File: src/rtl/loader_pkg.sv
// -----------------------------------------------------------------------------
// loader_pkg
// Shared types and constants for the memory loader: FSM state encoding,
// header field positions, and the per-segment word count limit.
// -----------------------------------------------------------------------------
package loader_pkg;

    typedef enum logic [2:0] {
        IDLE,
        HDR,
        DATA,
        WRITE,
        DONE
    } state_e;

    // Header word layout
    localparam int TARGET_BIT = 31;  // 0 = IM, 1 = DM
    localparam int FINAL_BIT  = 30;  // last segment of the session
    localparam int ADDR_LSB   = 16;  // start word address occupies [26:16]
    localparam int COUNT_MSB  = 11;  // word count occupies [11:0]

    localparam int MAX_WORDS  = 2048;

    // A 12-bit count field can encode up to 4095; anything past the
    // memory depth is clamped so a segment never writes more than once
    // around the address space.
    function automatic logic [COUNT_MSB:0] clamp_count(input logic [COUNT_MSB:0] n);
        return (n > (COUNT_MSB+1)'(MAX_WORDS)) ? (COUNT_MSB+1)'(MAX_WORDS) : n;
    endfunction

endpackage

File: src/rtl/memory_loader_if.sv
// -----------------------------------------------------------------------------
// memory_loader_if
// Bundles the byte-stream handshake and the IM/DM load ports.
//   master : loader side (consumes the stream, drives the memory ports)
//   slave  : stream source / processor side
// Signals:
//   in_data/in_valid/in_ready              byte stream, transfer on valid&&ready
//   {im,dm}_{cen,wen,oen}_load             active-low memory controls
//   {im,dm}_addr_load, {im,dm}_datain_load word address and write data
// -----------------------------------------------------------------------------
interface memory_loader_if #(
    parameter int ADDRESS_WIDTH = 11,
    parameter int DATA_WIDTH    = 32
);
    logic [7:0]               in_data;
    logic                     in_valid;
    logic                     in_ready;

    logic                     im_cen_load;
    logic                     im_wen_load;
    logic                     im_oen_load;
    logic [ADDRESS_WIDTH-1:0] im_addr_load;
    logic [DATA_WIDTH-1:0]    im_datain_load;

    logic                     dm_cen_load;
    logic                     dm_wen_load;
    logic                     dm_oen_load;
    logic [ADDRESS_WIDTH-1:0] dm_addr_load;
    logic [DATA_WIDTH-1:0]    dm_datain_load;

    modport master (
        input  in_data, in_valid,
        output in_ready,
        output im_cen_load, im_wen_load, im_oen_load, im_addr_load, im_datain_load,
        output dm_cen_load, dm_wen_load, dm_oen_load, dm_addr_load, dm_datain_load
    );

    modport slave (
        output in_data, in_valid,
        input  in_ready,
        input  im_cen_load, im_wen_load, im_oen_load, im_addr_load, im_datain_load,
        input  dm_cen_load, dm_wen_load, dm_oen_load, dm_addr_load, dm_datain_load
    );
endinterface

File: src/rtl/byte_packer.sv
// -----------------------------------------------------------------------------
// byte_packer
// Assembles little-endian 32-bit words from a byte stream.
//   clk, rst_n     clock, async active-low reset
//   clear_i        drop any partial word and restart at byte 0
//   byte_valid_i   a byte is transferred this cycle
//   byte_i         the byte
//   word_o         assembled word (valid only with word_valid_o)
//   word_valid_o   pulses in the cycle the 4th byte is transferred
// -----------------------------------------------------------------------------
module byte_packer (
    input  logic        clk,
    input  logic        rst_n,
    input  logic        clear_i,
    input  logic        byte_valid_i,
    input  logic [7:0]  byte_i,
    output logic [31:0] word_o,
    output logic        word_valid_o
);
    logic [1:0]  cnt_q;
    logic [23:0] sr_q;   // first three bytes; the 4th is taken straight from the input

    // Presenting the word combinationally on the 4th byte lets the loader
    // register the write strobe on that same edge.
    assign word_o       = {byte_i, sr_q};
    assign word_valid_o = byte_valid_i && (cnt_q == 2'd3);

    always_ff @(posedge clk or negedge rst_n) begin
        if (!rst_n) begin
            cnt_q <= '0;
            sr_q  <= '0;
        end else if (clear_i) begin
            cnt_q <= '0;
            sr_q  <= '0;
        end else if (byte_valid_i) begin
            cnt_q <= cnt_q + 2'd1;
            sr_q  <= {byte_i, sr_q[23:8]};  // earlier bytes drift toward [7:0]
        end
    end
endmodule

File: src/rtl/memory_loader.sv
// -----------------------------------------------------------------------------
// memory_loader
// Parses a segmented byte stream (header word + N data words) and writes the
// data words into IM or DM through the processor's load port.
//   clk, rst_n   clock, async active-low reset
//   start        one-cycle pulse, begins a session when idle
//   bus          memory_loader_if.master: byte stream + IM/DM load ports
//   loading      session active (processor muxes in the load port)
//   busy         FSM not idle
//   done         one-cycle pulse at session end
// -----------------------------------------------------------------------------
module memory_loader
    import loader_pkg::*;
#(
    parameter int ADDRESS_WIDTH = 11,
    parameter int DATA_WIDTH    = 32
) (
    input  logic             clk,
    input  logic             rst_n,
    input  logic             start,
    memory_loader_if.master  bus,
    output logic             loading,
    output logic             busy,
    output logic             done
);
    state_e                   state_q, state_d;
    logic                     target_q, target_d;
    logic                     final_q, final_d;
    logic [ADDRESS_WIDTH-1:0] addr_q, addr_d;
    logic [COUNT_MSB:0]       cnt_q, cnt_d;

    logic                     in_ready_q, in_ready_d;
    logic                     loading_q, loading_d;
    logic                     busy_q, busy_d;
    logic                     done_q, done_d;
    logic                     im_cen_q, im_cen_d, im_wen_q, im_wen_d;
    logic                     dm_cen_q, dm_cen_d, dm_wen_q, dm_wen_d;
    logic [ADDRESS_WIDTH-1:0] im_addr_q, im_addr_d, dm_addr_q, dm_addr_d;
    logic [DATA_WIDTH-1:0]    im_data_q, im_data_d, dm_data_q, dm_data_d;

    logic        accept;
    logic [31:0] word;
    logic        word_valid;

    assign accept = bus.in_valid && in_ready_q;

    byte_packer u_packer (
        .clk          (clk),
        .rst_n        (rst_n),
        .clear_i      (state_q == IDLE),
        .byte_valid_i (accept),
        .byte_i       (bus.in_data),
        .word_o       (word),
        .word_valid_o (word_valid)
    );

    always_comb begin
        state_d   = state_q;
        target_d  = target_q;
        final_d   = final_q;
        addr_d    = addr_q;
        cnt_d     = cnt_q;
        im_cen_d  = 1'b1;
        im_wen_d  = 1'b1;
        dm_cen_d  = 1'b1;
        dm_wen_d  = 1'b1;
        im_addr_d = im_addr_q;
        im_data_d = im_data_q;
        dm_addr_d = dm_addr_q;
        dm_data_d = dm_data_q;

        unique case (state_q)
            IDLE: if (start) state_d = HDR;
            HDR: if (word_valid) begin
                target_d = word[TARGET_BIT];
                final_d  = word[FINAL_BIT];
                addr_d   = word[ADDR_LSB +: ADDRESS_WIDTH];
                cnt_d    = clamp_count(word[COUNT_MSB:0]);
                if (clamp_count(word[COUNT_MSB:0]) == '0)
                    state_d = word[FINAL_BIT] ? DONE : HDR;
                else
                    state_d = DATA;
            end
            // The strobe is registered on the 4th-byte edge, so it is
            // visible to the RAM during the WRITE cycle.
            DATA: if (word_valid) begin
                state_d = WRITE;
                if (target_q) begin
                    dm_cen_d  = 1'b0;
                    dm_wen_d  = 1'b0;
                    dm_addr_d = addr_q;
                    dm_data_d = DATA_WIDTH'(word);
                end else begin
                    im_cen_d  = 1'b0;
                    im_wen_d  = 1'b0;
                    im_addr_d = addr_q;
                    im_data_d = DATA_WIDTH'(word);
                end
            end
            WRITE: begin
                addr_d = addr_q + 1'b1;   // wraps at the memory depth
                cnt_d  = cnt_q - 1'b1;
                if (cnt_q == (COUNT_MSB+1)'(1))
                    state_d = final_q ? DONE : HDR;
                else
                    state_d = DATA;
            end
            DONE:    state_d = IDLE;
            default: state_d = IDLE;
        endcase

        // Status outputs are registered from the next state so they line up
        // with the state they describe.
        in_ready_d = (state_d == HDR) || (state_d == DATA);
        loading_d  = (state_d == HDR) || (state_d == DATA) || (state_d == WRITE);
        busy_d     = (state_d != IDLE);
        done_d     = (state_d == DONE);
    end

    always_ff @(posedge clk or negedge rst_n) begin
        if (!rst_n) begin
            state_q    <= IDLE;
            target_q   <= 1'b0;
            final_q    <= 1'b0;
            addr_q     <= '0;
            cnt_q      <= '0;
            in_ready_q <= 1'b0;
            loading_q  <= 1'b0;
            busy_q     <= 1'b0;
            done_q     <= 1'b0;
            im_cen_q   <= 1'b1;
            im_wen_q   <= 1'b1;
            dm_cen_q   <= 1'b1;
            dm_wen_q   <= 1'b1;
            im_addr_q  <= '0;
            im_data_q  <= '0;
            dm_addr_q  <= '0;
            dm_data_q  <= '0;
        end else begin
            state_q    <= state_d;
            target_q   <= target_d;
            final_q    <= final_d;
            addr_q     <= addr_d;
            cnt_q      <= cnt_d;
            in_ready_q <= in_ready_d;
            loading_q  <= loading_d;
            busy_q     <= busy_d;
            done_q     <= done_d;
            im_cen_q   <= im_cen_d;
            im_wen_q   <= im_wen_d;
            dm_cen_q   <= dm_cen_d;
            dm_wen_q   <= dm_wen_d;
            im_addr_q  <= im_addr_d;
            im_data_q  <= im_data_d;
            dm_addr_q  <= dm_addr_d;
            dm_data_q  <= dm_data_d;
        end
    end

    assign bus.in_ready       = in_ready_q;
    assign bus.im_cen_load    = im_cen_q;
    assign bus.im_wen_load    = im_wen_q;
    assign bus.im_oen_load    = 1'b1;   // the loader never reads
    assign bus.im_addr_load   = im_addr_q;
    assign bus.im_datain_load = im_data_q;
    assign bus.dm_cen_load    = dm_cen_q;
    assign bus.dm_wen_load    = dm_wen_q;
    assign bus.dm_oen_load    = 1'b1;
    assign bus.dm_addr_load   = dm_addr_q;
    assign bus.dm_datain_load = dm_data_q;
    assign loading            = loading_q;
    assign busy               = busy_q;
    assign done               = done_q;
endmodule

File: src/flat_wrapper.sv
// flat-port wrapper written by rule: the top's interface ports become plain ports
module memory_loader_flat import loader_pkg::*;
#(
    parameter int ADDRESS_WIDTH = 11,
    parameter int DATA_WIDTH    = 32
)
  (clk, rst_n, start, loading, busy, done, bus_in_data, bus_in_valid, bus_in_ready, bus_im_cen_load, bus_im_wen_load, bus_im_oen_load, bus_im_addr_load, bus_im_datain_load, bus_dm_cen_load, bus_dm_wen_load, bus_dm_oen_load, bus_dm_addr_load, bus_dm_datain_load);
  memory_loader_if #(.ADDRESS_WIDTH(ADDRESS_WIDTH), .DATA_WIDTH(DATA_WIDTH)) bus_i ();
  input  logic clk;
  input  logic rst_n;
  input  logic start;
  output logic loading;
  output logic busy;
  output logic done;
  input wire logic [$bits(bus_i.in_data)-1:0] bus_in_data;
  input wire logic [$bits(bus_i.in_valid)-1:0] bus_in_valid;
  output wire logic [$bits(bus_i.in_ready)-1:0] bus_in_ready;
  output wire logic [$bits(bus_i.im_cen_load)-1:0] bus_im_cen_load;
  output wire logic [$bits(bus_i.im_wen_load)-1:0] bus_im_wen_load;
  output wire logic [$bits(bus_i.im_oen_load)-1:0] bus_im_oen_load;
  output wire logic [$bits(bus_i.im_addr_load)-1:0] bus_im_addr_load;
  output wire logic [$bits(bus_i.im_datain_load)-1:0] bus_im_datain_load;
  output wire logic [$bits(bus_i.dm_cen_load)-1:0] bus_dm_cen_load;
  output wire logic [$bits(bus_i.dm_wen_load)-1:0] bus_dm_wen_load;
  output wire logic [$bits(bus_i.dm_oen_load)-1:0] bus_dm_oen_load;
  output wire logic [$bits(bus_i.dm_addr_load)-1:0] bus_dm_addr_load;
  output wire logic [$bits(bus_i.dm_datain_load)-1:0] bus_dm_datain_load;
  assign bus_i.in_data = bus_in_data;
  assign bus_i.in_valid = bus_in_valid;
  assign bus_in_ready = bus_i.in_ready;
  assign bus_im_cen_load = bus_i.im_cen_load;
  assign bus_im_wen_load = bus_i.im_wen_load;
  assign bus_im_oen_load = bus_i.im_oen_load;
  assign bus_im_addr_load = bus_i.im_addr_load;
  assign bus_im_datain_load = bus_i.im_datain_load;
  assign bus_dm_cen_load = bus_i.dm_cen_load;
  assign bus_dm_wen_load = bus_i.dm_wen_load;
  assign bus_dm_oen_load = bus_i.dm_oen_load;
  assign bus_dm_addr_load = bus_i.dm_addr_load;
  assign bus_dm_datain_load = bus_i.dm_datain_load;
  memory_loader #(.ADDRESS_WIDTH(ADDRESS_WIDTH), .DATA_WIDTH(DATA_WIDTH)) u_core (.clk(clk), .rst_n(rst_n), .start(start), .bus(bus_i), .loading(loading), .busy(busy), .done(done));
endmodule
File: config.mk
export PLATFORM = sky130hd
export DESIGN_NAME = memory_loader_flat
export DESIGN_NICKNAME = d
export VERILOG_FILES = /design/src/rtl/loader_pkg.sv /design/src/rtl/memory_loader_if.sv /design/src/rtl/byte_packer.sv /design/src/rtl/memory_loader.sv /design/src/flat_wrapper.sv
export SDC_FILE = /design/constraint.sdc
export NUM_CORES = 1
export LEC_CHECK = 0
export CORE_AREA = 2 2 113 115
export DETAILED_ROUTE_END_ITERATION = 10
export DIE_AREA = 0 0 115 117
export GPL_ROUTABILITY_DRIVEN = 1
export PLACE_DENSITY = 0.79
export REMOVE_ABC_BUFFERS = 1
export SYNTH_ARGS = -nofsm -noshare
export SYNTH_HDL_FRONTEND = slang
export SYNTH_SLANG_ARGS = --single-unit
File: constraint.sdc
create_clock -name clk -period 2.35 [get_ports clk]
set_input_delay 0.47 -clock clk [delete_from_list [all_inputs] [get_ports clk]]
set_output_delay 0.47 -clock clk [all_outputs]
set_load 0.02 [all_outputs]
# Yosys cells after proc, flatten, opt, wreduce, memory -nomap -nowiden

Cells that the tools add are included.

Logic and storage cells: 68
Flip-flop bits (word level): 146
Input port bits: 12
Output and inout port bits: 96

Bitwise operators: 1
Order comparisons: 1
Reductions and logical operators: 13
Equality and inequality tests: 10
Add/subtract/negate cells: 3
Mux-type cells: 23

Operators by type and width:

| operator                                                               | number |
|---|---|
| 24-bit 2-to-1 mux                                                      | 2 |
| 12-bit 2-to-1 mux                                                      | 2 |
| 12-bit case mux with 2 select lines                                    | 1 |
| 11-bit case mux with 2 select lines                                    | 1 |
| 3-bit 2-to-1 mux                                                       | 7 |
| 12-bit by 1-bit equality test with 1-bit output, second input constant | 1 |
| 3-bit by 2-bit equality test with 1-bit output, second input constant  | 4 |
| 12-bit greater-than comparator, second input constant                  | 1 |
| 12-bit logical NOT                                                     | 1 |
| 3-bit case mux with 4 select lines                                     | 1 |
| 12-bit by 1-bit subtractor with 12-bit output, second input constant   | 1 |
| 11-bit by 1-bit adder with 11-bit output, second input constant        | 1 |
| 11-bit 2-to-1 mux                                                      | 1 |
| 3-bit by 1-bit equality test with 1-bit output, second input constant  | 2 |
| 1-bit 2-to-1 mux                                                       | 6 |
| 3-bit AND reduction                                                    | 2 |
| 2-bit 2-to-1 mux                                                       | 2 |
| 2-bit AND reduction                                                    | 2 |
| 2-bit nonzero test                                                     | 2 |
| 3-bit equality test, second input constant                             | 1 |
| 3-bit logical NOT                                                      | 1 |
| 3-bit nonzero test                                                     | 1 |
| 2-bit by 1-bit adder with 2-bit output, second input constant          | 1 |
| 2-bit equality test, second input constant                             | 1 |
| 4 further kinds                                                        | 6 |

# Logic depth before layout (Yosys ltp)

Depth in word-level cells: 9
Mapped depth: 8
Mapped depth without buffers: 7

# By module

From an unflattened synthesis, not the netlist that was laid out.

Cell total of the unflattened synthesis: 488
Area total of the unflattened synthesis: 6327.3 um^2

By module, submodules not included:

| module        | area each (um^2) | cells an instance | sequential area each (um^2) | instances |
|---|---|---|---|---|
| memory_loader | 5173.7           | 394               | 3005.4                      | 1 |
| byte_packer   | 1153.6           | 94                | 650.6                       | 1 |

# Worst setup path before layout

Ideal clock, no wire load.

Kind: reg-to-reg
From: register u_core.u_packer.cnt_q[0]
To: register u_core.im_addr_q[7] (netlist: u_core.bus.im_addr_load[7])
Required time: 2.225 ns
Path slack: 0.447 ns
Setup time: 0.125 ns
Path buffers: 2
Period minus slack after synthesis: 1.903 ns
Data arrival time: 1.778 ns
Stages on the path, launching flop included: 8
Path through: dfrtp_1 ha_1 nand3_4 nor3b_4 and2b_4 buf_12 buf_12 mux2_4

Word-level cells in the longest chain between the ends: 3

RTL lines:

| element                              | RTL line             | text |
|---|---|---|
| from (decl)                          | byte_packer.sv:20    | `logic [1:0] cnt_q;` |
| from (signal assigned)               | byte_packer.sv:36    | `cnt_q <= cnt_q + 2'd1;` |
| 2-bit equality test                  | byte_packer.sv:26    | `assign word_valid_o = byte_valid_i && (cnt_q == 2'd3);` |
| 1-bit logical AND                    | byte_packer.sv:26    |  |
| 3-bit AND reduction (no source line) | n/a                  |  |
| to (signal assigned)                 | memory_loader.sv:153 | `im_addr_q <= im_addr_d;` |
| to (decl)                            | memory_loader.sv:38  | `logic [ADDRESS_WIDTH-1:0] im_addr_q, im_addr_d, dm_addr_q, dm_addr_d;` |

Every way passes these cells.
A chain may end at the register's enable or synchronous reset.

==> impl_metrics.env <==
export IMPL_p_per_area_nw_per_um2=1070
export IMPL_hp_class="reg2reg"
export IMPL_num_fill_cells=882
export IMPL_rows=41
export IMPL_p_int_w=0.00593
export IMPL_grt_use_met1=0.301
export IMPL_syn_inst=495
export IMPL_ff_latch_area_um2=3660
export IMPL_critPathSlowestCell="clkdlybuf4s50_1"
export IMPL_synth_compound_area_frac=0.0799
export IMPL_dp_hpwl_um=9680
export IMPL_finalCriticalPeriod_ns=2.01
export IMPL_final_setup_tns_ns=0
export IMPL_muxShareOfSynthArea=0.171
export IMPL_core_area_um2=12300
export IMPL_path_cells="clkdlybuf4s50_1"
export IMPL_drt_iter0_drc=281
export IMPL_wire_per_inst_um=18.6
export IMPL_clk_path_buf_depth=2
export IMPL_port_buffers=105
export IMPL_cts_sinks=146
export IMPL_synth_top_family_by_area="multiplexers"
export IMPL_synthAdderAreaFrac=0.00785
export IMPL_htreeDepth=4
export IMPL_p_leak_nw=3.76
export IMPL_clk_pin_slew_worst_paths_ns=0.06
export IMPL_layout_nets=628
export IMPL_power_frac_seq=0.424
export IMPL_ctsResizeCount=0
export IMPL_cp_max_fo=2
export IMPL_syn_avg_cell_area_um2=12.9
export IMPL_grt_pass1_wl_um=23200
export IMPL_irDropWorstVdd_mv=0.617
export IMPL_yosysWarnings=0
export IMPL_critPathLaunchType="flop"
export IMPL_ant_nets=0
export IMPL_ctsHoldBuffers=1
export IMPL_remaining_drc_errors=0
export IMPL_netlist_area_um2=6370
export IMPL_fin_crit_sh=0.857
export IMPL_utilization=0.668
export IMPL_grt_util_all_layers=0.226
export IMPL_cp_arrival_ns=1.54
export IMPL_worst_pin_slew_ns=0.501
export IMPL_post_cts_setup_buffer_count=0
export IMPL_drt_first_pass_iters=4
export IMPL_combPwrFrac=0.246
export IMPL_area_growth_pct=29.1
export IMPL_maxCapViolations=0
export IMPL_gp_congestion=0.834
export IMPL_netlist_area_leader_share=0.565
export IMPL_dieArea_um2=13500
export IMPL_critical_path_buf_inv_count=1
export IMPL_grt_antenna_before_repair=0
export IMPL_drt_wl_total_um=14400
export IMPL_ios=108
export IMPL_path_delay_family="buffers and inverters"
export IMPL_grt_busiest_layer="met2"
export IMPL_max_freq_mhz=496
export IMPL_die_h_um=117
export IMPL_synth_area_leader_cell="dfrtp_1"
export IMPL_final_layout_size_suffix_gt1_frac=0.212
export IMPL_root_buffer="clkbuf_16"
export IMPL_seq_area_frac_synth=0.574
export IMPL_synth_xor_area_frac=0.00137
export IMPL_layout_commonest_cell="dfrtp_1"
export IMPL_viasPerCell=5.66
export IMPL_switching_power_w=0.00284
export IMPL_relSlewSlack=0.663
export IMPL_rsz0062_at_grt="no"
export IMPL_critPathMaxStageDelay_ns=0.60
export IMPL_finalSetupViolations=0
export IMPL_vias=4378
export IMPL_setup_worst_path_class="reg2out"
export IMPL_clockPowerShare=0.330
export IMPL_cts_tree="built"
export IMPL_multi_input_area_um2=2440
export IMPL_start_util=0.518
export IMPL_grt_pass1_vias=4447
export IMPL_grt_max_degree=61
export IMPL_synth_cell_types=53
export IMPL_grt_overflow_total=0
export IMPL_use_met3=0.0577
export IMPL_ys_ff_latch=146
export IMPL_final_hold_viol_count=0
export IMPL_layout_common_cells="dfrtp_1, clkdlybuf4s50_1, nand2_1"
export IMPL_switching_share=0.324
export IMPL_numCtsBuffers=17
export IMPL_synthTopCellsByArea="dfrtp_1, mux2_4, nand2_1"
export IMPL_n_antenna_cell=0
export IMPL_die_w_um=115
export IMPL_clkLatencyLatePin_ns=0.42
export IMPL_finClkSkew_ns=0.0119
export IMPL_maxSlewViolCount=0
export IMPL_yosys_area_share_simple=0.121
export IMPL_crit_required_ns=1.88
export IMPL_met2_usage=0.364
export IMPL_end_kind="output pin"
export IMPL_status="finished, final reports clean"
[Yosys cell counts (all sizes together)]
cell    count
and2b       1
nand2b      1
o211ai     13
nand3      11
or4         1
buf        19
nand4       7
and2        2
nor2       11
a21o        1
a221o       7
xnor2       1
o311a       1
a22oi       2
nor3b       3
nor4        7
a22o        1
dfrtp     144
nor2b       2
nand2      89
nor4bb      1
nor4b       1
mux2       84
a2bb2o      2
and4b       1
dfstp       2
ha          4
a211oi      1
a21oi      30
clkbuf      9
and3        3
nor3        7
o311ai      6
o21ai      10
and3b       1
a41o        1
inv         7
conb        1
[power by group through the flow]
stage	combinational, W	clock [W]	sequential, W
after floorplan	0.00111	0	0.00376
after global placement	0.00206	0	0.00371
after detailed placement	0.00215	0	0.00373
after CTS	0.00217	0.00293	0.00371
after global routing	0.00235	0.00305	0.00379
final	0.00216	0.00289	0.00372
[worst register-to-register path: cells and delay by family (launching register included)]
family / cells / cell delay [ns]
and+or+nand+nor: 3 / 0.63
buffers and inverters: 1 / 0.18
muxes: 1 / 0.36
DFF: 1 / 0.37
adders and majority gates: 1 / 0.30
[final cells by class]
| type | count | area share |
|---|---|---|
| sequential | 146 | 0.444 |
| multi-input combinational | 315 | 0.297 |
| timing repair buffer | 125 | 0.156 |
| clock buffer | 22 | 0.0589 |
| tap | 150 | 0.0228 |
| clock inverter | 9 | 0.0186 |
| inverter | 7 | 0.00319 |
[kinds of logic (layout without fill, tap and decap cells)]
family | Yosys count | in the layout
other cells | 1 | 2
flops | 146 | 146
fa+ha+maj | 4 | 4
buf+inv | 35 | 163
mux | 84 | 84
compound gates | 75 | 75
simple gates | 149 | 149
xor+xnor | 1 | 1
[metrics by stage]
stage	instances	instance area [um2]	power (W)	worst slack [ns]	hold WS (ns)
3_5_place_dp	742	7580	0.00587	0.0385	0.441
2_1_floorplan	468	6120	0.00487	0.125	0.174
5_1_grt	774	8230	0.00920	0.285	0.509
6_report	774	8230	0.00877	0.336	0.482
3_3_place_gp	742	7580	0.00577	0.0681	0.435
4_1_cts	774	8230	0.00880	0.321	0.492
[layer usage]
layer	vias up	share of wire
met1	2253	0.44
li1	1984	-
met5	-	0
met4	0	0.010
met3	12	0.052
met2	129	0.50
[sequential cells by signal (all words and copies together), names as in the netlist, 2 cells and up]
signal / flops
u_core.addr_q: 11
u_core.u_packer.sr_q: 24
u_core.bus.im_addr_load: 11
u_core.u_packer.cnt_q: 2
u_core.bus.dm_addr_load: 11
u_core.state_q: 3
u_core.cnt_q: 12
u_core.bus.im_datain_load: 32
u_core.bus.dm_datain_load: 32
[final timing paths]
| kind | depth (start not counted) | slack (ns) | start | to |
|---|---|---|---|---|
| worst max-delay path | 1 | 0.34 | u_core.bus.im_cen_load | bus_im_wen_load |
| worst min-delay path | 2 | 0.48 | u_core.bus.dm_datain_load[30] | u_core.bus.dm_datain_load[30] |
| worst max register to register | 6 | 0.41 | u_core.u_packer.cnt_q[0] | u_core.bus.im_addr_load[4] |
| worst min register to register | 2 | 0.48 | u_core.bus.dm_datain_load[30] | u_core.bus.dm_datain_load[30] |
| max in group asynchronous | 3 | 1.11 | rst_n | u_core.u_packer.sr_q[23] |
| min in group asynchronous | 2 | 0.53 | rst_n | u_core.bus.dm_datain_load[28] |
No activity file was read; power rests on OpenSTA's default activity.
